### config.mk
export PLATFORM = sky130hd
export DESIGN_NAME = seq_multiplier
export DESIGN_NICKNAME = d
export VERILOG_FILES = /design/src/rtl/cpu_pkg.sv /design/src/rtl/full_adder.sv /design/src/rtl/ripple_adder.sv /design/src/rtl/seq_multiplier.sv
export SDC_FILE = /design/constraint.sdc
export NUM_CORES = 1
export LEC_CHECK = 0
export ABC_AREA = 1
export CAP_MARGIN = 20
export CORE_MARGIN = 1.5
export CORE_UTILIZATION = 35
export DETAILED_ROUTE_END_ITERATION = 12
export PLACE_DENSITY_LB_ADDON = 0.2
export SYNTH_ARGS = -nofsm -noshare
export SYNTH_HDL_FRONTEND = slang
export SYNTH_HIERARCHICAL = 1
export SYNTH_SLANG_ARGS = --single-unit
### constraint.sdc
create_clock -name clk -period 15.86 [get_ports clk]
set_input_delay 4.758 -clock clk [delete_from_list [all_inputs] [get_ports clk]]
set_output_delay 4.758 -clock clk [all_outputs]
set_load 0.05 [all_outputs]
### src/rtl/cpu_pkg.sv
// rtl/cpu_pkg.sv - shared execute-stage types and widths
// Purpose: common datapath width, multiplier FSM state type and counter width.
// Ports: none (package).
package cpu_pkg;

   localparam int WORD_WIDTH = 18;
   localparam int MUL_CNT_W  = $clog2(WORD_WIDTH);

   typedef enum logic [1:0] {
      IDLE = 2'd0,
      RUN  = 2'd1,
      DONE = 2'd2
   } mul_state_t;

endpackage

### src/rtl/full_adder.sv
// rtl/full_adder.sv - one-bit full adder cell
// Purpose: single-bit sum/carry cell used to build ripple chains.
// Ports:
//   a, b  : input addend bits
//   c_in  : carry in
//   s     : sum bit
//   c_out : carry out
module full_adder (
   input  logic a,
   input  logic b,
   input  logic c_in,
   output logic s,
   output logic c_out
);

   assign s     = a ^ b ^ c_in;
   assign c_out = (a & b) | (c_in & (a ^ b));

endmodule

### src/rtl/ripple_adder.sv
// rtl/ripple_adder.sv - WIDTH-bit ripple-carry adder built from full_adder cells
// Purpose: unsigned add with carry in and carry out.
// Ports:
//   a, b  : WIDTH-bit addends
//   c_in  : carry into bit 0
//   s     : WIDTH-bit sum
//   c_out : carry out of the top bit
module ripple_adder
   import cpu_pkg::*;
#(
   parameter int WIDTH = WORD_WIDTH
) (
   input  logic [WIDTH-1:0] a,
   input  logic [WIDTH-1:0] b,
   input  logic             c_in,
   output logic [WIDTH-1:0] s,
   output logic             c_out
);

   logic [WIDTH:0] carry;

   assign carry[0] = c_in;
   assign c_out    = carry[WIDTH];

   for (genvar i = 0; i < WIDTH; i++) begin : g_cell
      full_adder u_fa (
         .a     (a[i]),
         .b     (b[i]),
         .c_in  (carry[i]),
         .s     (s[i]),
         .c_out (carry[i+1])
      );
   end

endmodule

### src/rtl/seq_multiplier.sv
// rtl/seq_multiplier.sv - unsigned shift-and-add sequential multiplier
// Purpose: multiplies two WIDTH-bit unsigned operands, one partial product
// per clock, WIDTH steps per operation, with a start/busy/done handshake.
// Ports:
//   clk     : system clock, rising edge
//   rst_n   : synchronous active-low reset
//   start   : operation request, honoured only in IDLE or DONE
//   a, b    : multiplicand / multiplier, latched on an accepted start
//   busy    : high while the operation is stepping
//   done    : one-cycle pulse when product has just been updated
//   product : 2*WIDTH-bit result, held until the next completion
module seq_multiplier
   import cpu_pkg::*;
#(
   parameter int WIDTH = WORD_WIDTH
) (
   input  logic               clk,
   input  logic               rst_n,
   input  logic               start,
   input  logic [WIDTH-1:0]   a,
   input  logic [WIDTH-1:0]   b,
   output logic               busy,
   output logic               done,
   output logic [2*WIDTH-1:0] product
);

   localparam int CNT_W = (WIDTH > 1) ? $clog2(WIDTH) : 1;
   localparam logic [CNT_W-1:0] LAST_STEP = CNT_W'(WIDTH - 1);

   mul_state_t       state, state_d;
   logic [WIDTH-1:0] mcand;
   logic [WIDTH-1:0] mplier;   // also collects the low half of the product
   logic [WIDTH-1:0] acc_hi;
   logic [CNT_W-1:0] cnt;

   logic [WIDTH-1:0] addend;
   logic [WIDTH-1:0] sum;
   logic             c;
   logic             accept;
   logic             last;

   assign addend = mplier[0] ? mcand : '0;
   assign accept = start && (state == IDLE || state == DONE);
   assign last   = (state == RUN) && (cnt == LAST_STEP);

   ripple_adder #(.WIDTH(WIDTH)) u_adder (
      .a     (acc_hi),
      .b     (addend),
      .c_in  (1'b0),
      .s     (sum),
      .c_out (c)
   );

   always_ff @(posedge clk) begin
      if (!rst_n) begin
         state <= IDLE;
      end else begin
         state <= state_d;
      end
   end

   always_comb begin
      state_d = state;
      case (state)
         IDLE:    if (start) state_d = RUN;
         RUN:     if (last)  state_d = DONE;
         DONE:    state_d = start ? RUN : IDLE;
         default: state_d = IDLE;
      endcase
   end

   // The carry is shifted into the top of acc_hi so it is never lost;
   // the sum LSB drops into the top of mplier as the next product bit.
   always_ff @(posedge clk) begin
      if (!rst_n) begin
         mcand   <= '0;
         mplier  <= '0;
         acc_hi  <= '0;
         cnt     <= '0;
         product <= '0;
      end else if (accept) begin
         mcand  <= a;
         mplier <= b;
         acc_hi <= '0;
         cnt    <= '0;
      end else if (state == RUN) begin
         acc_hi <= {c, sum[WIDTH-1:1]};
         mplier <= {sum[0], mplier[WIDTH-1:1]};
         cnt    <= cnt + 1'b1;
         if (last) begin
            product <= {c, sum, mplier[WIDTH-1:1]};
         end
      end
   end

   // Decoded straight from the state register, so both are registered.
   assign busy = (state == RUN);
   assign done = (state == DONE);

endmodule

# Yosys cells after proc, flatten, opt, wreduce, memory -nomap -nowiden
# Cells that the tools add are included.
[op_classes]
add_sub_neg = 1
n_eq_ne = 5
mux = 7
bitwise_logic = 89
n_reduce_logical = 8
[ops]
columns = ["operator", "n"]
rows = [
  ["$mux 18", 3],
  ["$and 1x1->1", 35],
  ["$xor 1x1->1", 35],
  ["$or 1x1->1", 17],
  ["$pmux 2 s3", 1],
  ["$add 5x1->5 const B", 1],
  ["$eq 5x5->1 const B", 1],
  ["$mux 2", 2],
  ["$reduce_and 3->1", 1],
  ["$eq 2x1->1 const B", 1],
  ["$eq 2x2->1 const B", 1],
  ["$logic_and 1x1->1", 2],
  ["$logic_not 2->1", 1],
  ["$ne 2x1->1 const B", 1],
  ["$ne 2x2->1 const B", 1],
  ["$not 1->1", 2],
  ["$reduce_and 2->1", 1],
  ["$reduce_bool 2->1", 1],
  ["$reduce_or 2->1", 1],
  ["$logic_or 1x1->1", 1],
  ["$mux 1", 1],
]
[word_totals]
ff_bits = 97
input_bits = 39
output_inout_bits = 38
elab_cells = 116

# Longest topological paths before layout
# Gate-level depths: netlist of the first run.
[depth]
depth_word = 36
ltp_mapped = 23
ltp_nobuf = 22

# Hierarchy
# Netlist of the first run, hierarchy kept.
[by_module_without_submodules]
columns = ["mod", "instances", "cells_per_inst", "area_per_inst_um2", "seq_area_each_um2"]
rows = [
  ["seq_multiplier", 1, 609, 4122.7, 1941.9],
  ["full_adder", 18, 1, 20.0, 0.0],
]

# Least setup slack after synthesis of the first run
# OpenSTA, ideal clock, no wires.
[synth_timing]
kind = "register to register"
from = "register mplier[0]"
to = "register acc_hi[16]"
setup_ns = 0.070
arrival_time_ns = 7.701
setup_slack_ns = 8.089
path_stages_with_launch = 24
n_path_buf = 1
synth_period_minus_slack_ns = 7.771
path_cell_list = "dfxtp_1 > clkbuf_1 > nand2_1 > inv_1 > fa_1 > fa_1 > fa_1 > fa_1 > fa_1 > fa_1 > fa_1 > fa_1 > fa_1 > fa_1 > fa_1 > fa_1 > fa_1 > fa_1 > fa_1 > fa_1 > fa_1 > fa_1 > nand2_1 > a21oi_1"
[synth_between]
elab_chain_len = 35
word_cells_on_any_way = 68
cone_classes = "1 x mux; 67 x bitwise"
[synth_lines]
columns = ["element", "line_no", "source"]
rows = [
  ["start, declared", "seq_multiplier.sv:32", "logic [WIDTH-1:0] mplier;"],
  ["start signal, assigned", "seq_multiplier.sv:88", "mplier <= {sum[0], mplier[WIDTH-1:1]};"],
  ["$mux 18", "seq_multiplier.sv:42", "assign addend = mplier[0] ? mcand : '0;"],
  ["via addend[0]", "seq_multiplier.sv:36", "logic [WIDTH-1:0] addend;"],
  ["$and 1x1->1", "full_adder.sv:17", "assign c_out = (a & b) | (c_in & (a ^ b));"],
  ["via u_adder.carry[1]", "ripple_adder.sv:20", "logic [WIDTH:0] carry;"],
  ["$and 1x1->1", "full_adder.sv:17", ""],
  ["$or 1x1->1", "full_adder.sv:17", ""],
  ["via u_adder.carry[2]", "ripple_adder.sv:20", ""],
  ["$and 1x1->1", "full_adder.sv:17", ""],
  ["[... 1 more ...]", "-", ""],
  ["via u_adder.carry[3]", "ripple_adder.sv:20", ""],
  ["[... 2 more ...]", "-", ""],
  ["via u_adder.carry[4]", "ripple_adder.sv:20", ""],
  ["[... 2 more ...]", "-", ""],
  ["via u_adder.carry[5]", "ripple_adder.sv:20", ""],
  ["[... 2 more ...]", "-", ""],
  ["via u_adder.carry[6]", "ripple_adder.sv:20", ""],
  ["[... 2 more ...]", "-", ""],
  ["via u_adder.carry[7]", "ripple_adder.sv:20", ""],
  ["[... 2 more ...]", "-", ""],
  ["via u_adder.carry[8]", "ripple_adder.sv:20", ""],
  ["[... 2 more ...]", "-", ""],
  ["via u_adder.carry[9]", "ripple_adder.sv:20", ""],
  ["[... 2 more ...]", "-", ""],
  ["via u_adder.carry[10]", "ripple_adder.sv:20", ""],
  ["[... 2 more ...]", "-", ""],
  ["via u_adder.carry[11]", "ripple_adder.sv:20", ""],
  ["[... 2 more ...]", "-", ""],
  ["via u_adder.carry[12]", "ripple_adder.sv:20", ""],
  ["[... 2 more ...]", "-", ""],
  ["via u_adder.carry[13]", "ripple_adder.sv:20", ""],
  ["[... 2 more ...]", "-", ""],
  ["via u_adder.carry[14]", "ripple_adder.sv:20", ""],
  ["[... 2 more ...]", "-", ""],
  ["via u_adder.carry[15]", "ripple_adder.sv:20", ""],
  ["$and 1x1->1", "full_adder.sv:17", ""],
  ["$or 1x1->1", "full_adder.sv:17", ""],
  ["via u_adder.carry[16]", "ripple_adder.sv:20", ""],
  ["$and 1x1->1", "full_adder.sv:17", ""],
  ["$or 1x1->1", "full_adder.sv:17", ""],
  ["via u_adder.carry[17]", "ripple_adder.sv:20", ""],
  ["$xor 1x1->1", "full_adder.sv:16", "assign s = a ^ b ^ c_in;"],
  ["via sum[17]", "seq_multiplier.sv:37", "logic [WIDTH-1:0] sum;"],
  ["end signal, assigned", "seq_multiplier.sv:87", "acc_hi <= {c, sum[WIDTH-1:1]};"],
  ["end, declared", "seq_multiplier.sv:33", "logic [WIDTH-1:0] acc_hi;"],
]
# The timed path passes the listed nets, and every way through them passes these cells.
# A chain may end at the register's enable or synchronous reset.

# Worst setup path in the final report of the first run
# Ends and elaborated chain as after synthesis.

==> out/results.ini, run 1 <==
[die]
core_area_mm2=0.0126
initial_core_util_pct=35.7
die_h_um=116
placementRows=41
fp.dieW_um=116
dieArea_mm2=0.0135
ios=77

[synth]
synth-seq-cells=97
ys_warn_count=6
synthFlopType=dfxtp_1
synth_top_area_share_pct=43.3
synth_area_leaders=dfxtp_1 43%, nand2_1 13%, nor2_1 8.5%
synthArstFlopShare_pct=0
yosysMostFrequentCell=nand2_1
synth_cells=627
synthTopCellsByCount=153 x nand2_1, 102 x nor2_1, 97 x dfxtp_1, 95 x inv_1, 38 x nand3_1
netlist_area_mm2=0.00448
synth_cell_types=22
synth_seq_area_share_pct=43.3
post_synth.cell_area_avg_um2=7.15
synth_area_leader_cell=dfxtp_1
synth_edf_count=0
syn-num-nets=686

[detailed_routing]
antenna_left=0
initialDrtViolationCount=162
drt_wl_total_mm=10.0
wl_per_cell_um=11.7
via_per_inst=4.40
first_pass_iters=4
via_count=3769
drcViolationCount=0

[setup_path]
worstPathArrival_ns=8.52
startpoint_type=flop
path_common_cell=fa_1
critical_path_class=reg -> reg
path_cells=nand2_1 -> inv_1 -> fa_1 -> fa_1 -> fa_1 -> fa_1 -> fa_1 -> fa_1 -> fa_1 -> fa_1 -> fa_1 -> fa_1 -> fa_1 -> fa_1 -> fa_1 -> fa_1 -> fa_1 -> fa_1 -> fa_1 -> fa_1 -> nand2_1 -> a21oi_1
slowest_stage=fa_1
cp_max_fo=19
cp.required_ns=16.13
end_kind=flop
cpPeakStageDelay_ns=0.52

[grt]
grt_pass1_wl_mm=17.1
grt_usage_pct=16.2
grt_pass1_vias=3671
grt_start_max_net_pins=92
antenna_found_initial=0
overflow=0

[final_layout]
fin_nets=740
drive_gt1_share_pct=3.80
diodes=0
n_fill_cell=1328
syn2layout_area_growth_pct=25.1

[timing]
setup_ws_ns=7.61
fin_crit_ns=8.25
setup_tns_ns=0
max_clock_freq_ghz=0.121
finClkSkew_ns=0.00608
finalHoldViolCount=0
rsz0062_at_grt=false
slew_headroom_pct=33.0
worst_pin_slew_ns=1.00
finalCritPeriodShare_pct=52.0
setup_viol=0
slew_viol_final=0

[power]
switching_share_pct=24.1
power_frac_comb_pct=9.9
switching_power_uw=128
p_leak_nw=2.59
p_per_area_mw_per_mm2=94.9
intPower_uw=404
ir_drop_v=0.0000446
seqPwrFrac_pct=49.1
pwr-share-clk_pct=41.0

[clocking]
clock-sinks=97
cts_buffers=9
post_cts_resized=0
clock-root-buffer=clkbuf_16
cts_setup_buffers=0
clk_latency_ns=0.34
path_clk_slew_ns=0.06
ctsHtreeMaxLevel=3
clock_tree.buffer_depth=2
ctsHoldBuffers=0
cts_tree=built

[placed_design]
dp_hpwl_mm=6.70
numPortBuffers=76
dp_slack_ns=7.69
gp_congestion=0.752

[worst_hold_path]
hold_class=reg -> reg

[run]
cap_violations=0

[run_status]
outcome=completed

cells by family after synthesis:
group / share of synthesized area [%]
adders and majority gates: 8.60
and+or+nand+nor: 31.4
xor gates and xnor gates: 0.391
DFF: 43.3
other: 0.0836
AOI/OAI and AO/OA: 4.35
buffers and inverters: 11.8
critical path, delay by kind of cell, from the launching register on:
family	cells	cell delay, ns
buffers and inverters	1	0.06
adders and majority gates	18	7.24
DFF	1	0.51
AOI/OAI and AO/OA	1	0.16
and+or+nand+nor	2	0.20
power groups by stage:
stage	combinational [mW]	clock (mW)	sequential [mW]
CTS	0.0534	0.224	0.261
global route	0.0601	0.234	0.262
global placement	0.0526	0	0.266
finish	0.0528	0.218	0.261
floorplan	0.0374	0	0.264
detailed placement	0.0533	0	0.267
final cells by class:
class,instances,area [um^2],area share (%)
Tap cell,172,215,3.84
Inverter,97,364,6.49
Multi-Input combinational cell,397,2010,35.9
Clock buffer,12,256,4.57
Sequential cell,97,1940,34.6
Timing Repair Buffer,79,778,13.9
Clock inverter,3,40.0,0.714
stage by stage:
stage                     util [%]  hold WS [ns]  instances  instance area (um^2)  total power [mW]
after global placement        42.2         0.462        842                  5310             0.319
after detailed placement      42.2         0.461        842                  5310             0.320
final                         44.6         0.471        857                  5610             0.532
after floorplan                  -         0.455        627                  4480             0.301
after global routing          44.6         0.491        857                  5610             0.556
after CTS                     44.6         0.474        857                  5610             0.538
metal layers:
metal / GRT usage [%] / wire, um / vias up / part of all wire (%)
met4: 6.83 / 236 / 0 / 2.4
met5: 0 / 0 / - / 0
met1: 20.1 / 4760 / 1668 / 48
met3: 3.58 / 398 / 17 / 4.0
li1: - / - / 2003 / -
met2: 27.4 / 4600 / 81 / 46
worst paths after layout:
kind	cells past startpoint	slack [ns]	endpoint	startpoint
worst min-delay path	2	0.47	product[27]$_SDFFE_PN0P_	product[27]$_SDFFE_PN0P_
worst max-delay path	22	7.61	acc_hi[16]$_SDFFE_PP0P_	mplier[0]$_SDFFE_PN0P_
worst min register to register	2	0.47	product[27]$_SDFFE_PN0P_	product[27]$_SDFFE_PN0P_
worst max register to register	22	7.61	acc_hi[16]$_SDFFE_PP0P_	mplier[0]$_SDFFE_PN0P_
cells in the final DEF (no fill, tap or decap):
cell type / Yosys / layout
bufinv_16: 0 / 1
nand2_2: 2 / 2
fa_1: 18 / 18
clkbuf_16: 0 / 9
buf_4: 2 / 3
dfxtp_1: 97 / 97
buf_2: 19 / 1
nor3_1: 18 / 18
clkbuf_8: 0 / 2
inv_2: 2 / 2
nand3_1: 38 / 38
o21ai_0: 19 / 19
inv_1: 95 / 95
clkinv_2: 0 / 2
conb_1: 1 / 1
nor2_4: 2 / 2
nor2_1: 102 / 102
nand4_1: 18 / 18
xor2_1: 2 / 2
nand3_4: 1 / 1
nand2_1: 153 / 153
a21oi_1: 20 / 20
clkdlybuf4s50_1: 0 / 75
clkbuf_1: 8 / 1
nor2_2: 1 / 1
ha_1: 2 / 2
registers in the layout, summed over array words and instances, names as in the netlist:
name     flops
product     36
acc_hi      18
mcand       18
mplier      18
cnt          5
state        2
No activity file was read; power rests on OpenSTA's default activity.
==> inputs of run 2 (changes only) <==
Clock period 15.86 ns to 6.6 ns, I/O delays scaled along.
==> run 2 against run 1 <==
The run now ends with negative setup slack left. Maximum frequency grew 15%. Design area increased by 0.31%. Utilization increased by 0.14 points. Sequential share of layout area is 0.086 points lower. Routed wire length is 2.0% higher. Sequential power up 140%. Die area unchanged. Critical path depth stayed put. Via count rose by 1.2%. Non-clock buffer count grew 1. Combinational power rose to 2.5 times the previous value. Critical path type unchanged. Highest routed layer unchanged.
==> out/results.ini, run 2 (synthesis gave the netlist of run 1 again) <==
[timing]
finalCritPeriodShare_pct=109  ; was 52.0%
rsz0062_at_grt=true  ; was false
setup_ws_ns=-0.586  ; was 7.61 ns
slew_headroom_pct=36.7  ; was 33.0%
fin_crit_ns=7.19  ; was 8.25 ns
fin_hold_ws_ns=0.470  ; was 0.471 ns
finalHoldViolCount=0  ; unchanged
max_clock_freq_ghz=0.139  ; was 0.121 GHz
finClkSkew_ns=0.00665  ; was 0.00608 ns
slew_viol_final=0  ; unchanged
setup_viol=6  ; was 0
worst_pin_slew_ns=0.947  ; was 1.00 ns
setup_tns_ns=-2.40  ; was 0 ns

[detailed_routing]
drt_wl_total_mm=10.2  ; was 10.0 mm
via_per_inst=4.46  ; was 4.40
first_pass_iters=4  ; unchanged
antenna_left=0  ; unchanged
wl_per_cell_um=11.9  ; was 11.7 um
initialDrtViolationCount=186  ; was 162
drcViolationCount=0  ; unchanged
via_count=3815  ; was 3,769

[setup_path]
end_kind=flop  ; unchanged
path_cells=nand2_2 -> inv_2 -> fa_2 -> fa_2 -> fa_2 -> fa_2 -> fa_2 -> fa_2 -> fa_2 -> fa_2 -> fa_2 -> fa_2 -> fa_2 -> fa_2 -> fa_2 -> fa_2 -> fa_2 -> fa_2 -> fa_2 -> fa_1 -> nand2_1 -> a21oi_2  ; was nand2_1 -> inv_1 -> fa_1 -> fa_1 -> fa_1 -> fa_1 -> fa_1 -> fa_1 -> fa_1 -> fa_1 -> fa_1 -> fa_1 -> fa_1 -> fa_1 -> fa_1 -> fa_1 -> fa_1 -> fa_1 -> fa_1 -> fa_1 -> nand2_1 -> a21oi_1
cp.required_ns=6.87  ; was 16.13 ns
worstPathArrival_ns=7.46  ; was 8.52 ns
slowest_stage=fa_1  ; unchanged
startpoint_type=flop  ; unchanged
path_common_cell=fa_2  ; was fa_1
critical_path_class=reg -> reg  ; unchanged
cp_max_fo=2  ; was 19
cpPeakStageDelay_ns=0.50  ; was 0.52 ns
cp_top_family=adder cells  ; unchanged
crit_buf_inv=1  ; unchanged

[placed_design]
numPortBuffers=76  ; unchanged
dpl_cell_area_mm2=0.00537  ; was 0.00531 mm^2
dp_hpwl_mm=6.96  ; was 6.70 mm
placed_cells=843  ; was 842
gp_congestion=0.796  ; was 0.752

[grt]
top_usage_layer=met2  ; unchanged
antenna_found_initial=0  ; unchanged
grtUsageMet3_pct=4.41  ; was 3.58%
met1_usage_pct=21.6  ; was 20.1%
met2_usage_pct=27.1  ; was 27.4%
grt_pass1_vias=3764  ; was 3,671
grt_usage_pct=16.7  ; was 16.2%
overflow=0  ; unchanged
grt_start_max_net_pins=92  ; unchanged
grt_pass1_wl_mm=17.7  ; was 17.1 mm

[die]
dieArea_mm2=0.0135  ; unchanged
fp.dieW_um=116  ; unchanged
initial_core_util_pct=35.7  ; unchanged
ios=77  ; unchanged
placementRows=41  ; unchanged
core_area_mm2=0.0126  ; unchanged
die_h_um=116  ; unchanged

[clocking]
clock-sinks=97  ; unchanged
clock_tree.buffer_depth=2  ; unchanged
ctsHtreeMaxLevel=3  ; unchanged
cts_buffers=9  ; unchanged
cts_tree=built  ; unchanged
clk_latency_ns=0.34  ; about the same
clock-root-buffer=clkbuf_16  ; unchanged
path_clk_slew_ns=0.06  ; about the same

[run]
cap_violations=0  ; unchanged

[final_layout]
n_fill_cell=1332  ; was 1,328
mostFrequentLayoutCell=nand2_1  ; unchanged
diodes=0  ; unchanged
final_cells=856  ; was 857
mostFrequentLayoutCells=152 x nand2_1, 102 x nor2_1, 96 x dfxtp_1, 94 x inv_1, 75 x clkdlybuf4s50_1  ; was 153 x nand2_1, 102 x nor2_1, 97 x dfxtp_1, 95 x inv_1, 75 x clkdlybuf4s50_1
largest_register_ff_count=36  ; unchanged
utilization_pct=44.7  ; was 44.6%
regMostFlops=product  ; unchanged
drive_gt1_share_pct=6.73  ; was 3.80%
fin_nets=741  ; was 740
final_area_mm2=0.00562  ; was 0.00561 mm^2
syn2layout_area_growth_pct=25.5  ; was 25.1%

[power]
ir_drop_v=0.000115  ; was 0.0000446 V
p_per_area_mw_per_mm2=218  ; was 94.9 mW/mm^2
p_leak_nw=2.53  ; was 2.59 nW

[run_status]
outcome=complete, but fails checks  ; was completed
violations=negative setup slack

[worst_hold_path]
hold_class=reg -> reg  ; unchanged

## run 2: cell types whose count changed in the layout (fill, tap and decap cells not counted), sizes merged
cell,delta
bufinv,-1
buf,+1
clkinv,-1
## run 2: area by class of cell
cell class / count / area (um^2) / area share (%)
multi-input combinational: 397 / 2060 / 36.7
sequential: 97 / 1940 / 34.5
clock buffer: 12 / 246 / 4.38
clock inverter: 1 / 5.00 / 0.0890
tap: 172 / 215 / 3.83
inverter: 97 / 364 / 6.47
timing repair buffer: 80 / 786 / 14.0
## run 2: power breakdown
| part | switching, mW | total [mW] | internal, mW |
|---|---|---|---|
| logic | 0.0795 | 0.132 | 0.0522 |
| clock network | 0.207 | 0.466 | 0.259 |
| registers | 0.0165 | 0.625 | 0.609 |
| total | 0.303 | 1.22 | 0.920 |
## run 2: final timing paths
check                                 from                        to  slack, ns  depth (start not counted)
setup / recovery     mcand[0]$_SDFFE_PN0P_   acc_hi[16]$_SDFFE_PP0P_      -0.59                         22
setup reg to reg     mcand[0]$_SDFFE_PN0P_   acc_hi[16]$_SDFFE_PP0P_      -0.59                         22
hold reg to reg   product[24]$_SDFFE_PN0P_  product[24]$_SDFFE_PN0P_       0.47                          2
hold / removal    product[24]$_SDFFE_PN0P_  product[24]$_SDFFE_PN0P_       0.47                          2
## run 2: worst reg2reg max path, cell delays in order (launching register included)
cell and delay [ns]:
dfxtp_2 0.32, nand2_2 0.06, inv_2 0.04, fa_2 0.35, fa_2 0.36, fa_2 0.34, fa_2 0.35, fa_2 0.36
fa_2 0.35, fa_2 0.35, fa_2 0.35, fa_2 0.36, fa_2 0.35, fa_2 0.35, fa_2 0.35, fa_2 0.35
fa_2 0.35, fa_2 0.35, fa_2 0.34, fa_2 0.35, fa_1 0.50, nand2_1 0.07, a21oi_2 0.17
## run 2: through the flow
step | power, mW | worst slack [ns]
final | 1.22 | -0.586
after global routing | 1.29 | -0.731
after CTS | 1.24 | -0.593
after detailed placement | 0.772 | -0.556
after global placement | 0.770 | -0.497
after floorplan | 0.725 | -0.455
## run 2: per-layer routing
layer / routed length (um) / share of wire, % / vias up
met2: 4750 / 47 / 74
met1: 4830 / 47 / 1725
li1: - / - / 2002
met5: 0 / 0 / -
met4: 170 / 1.7 / 0
met3: 443 / 4.3 / 14
## run 2: timing repair
action,4_1_cts,5_1_grt
setup endpoints to repair,6,8
pin swaps,1,1
hold buffers,0,0
setup buffers,0,0
resized for setup,1,3
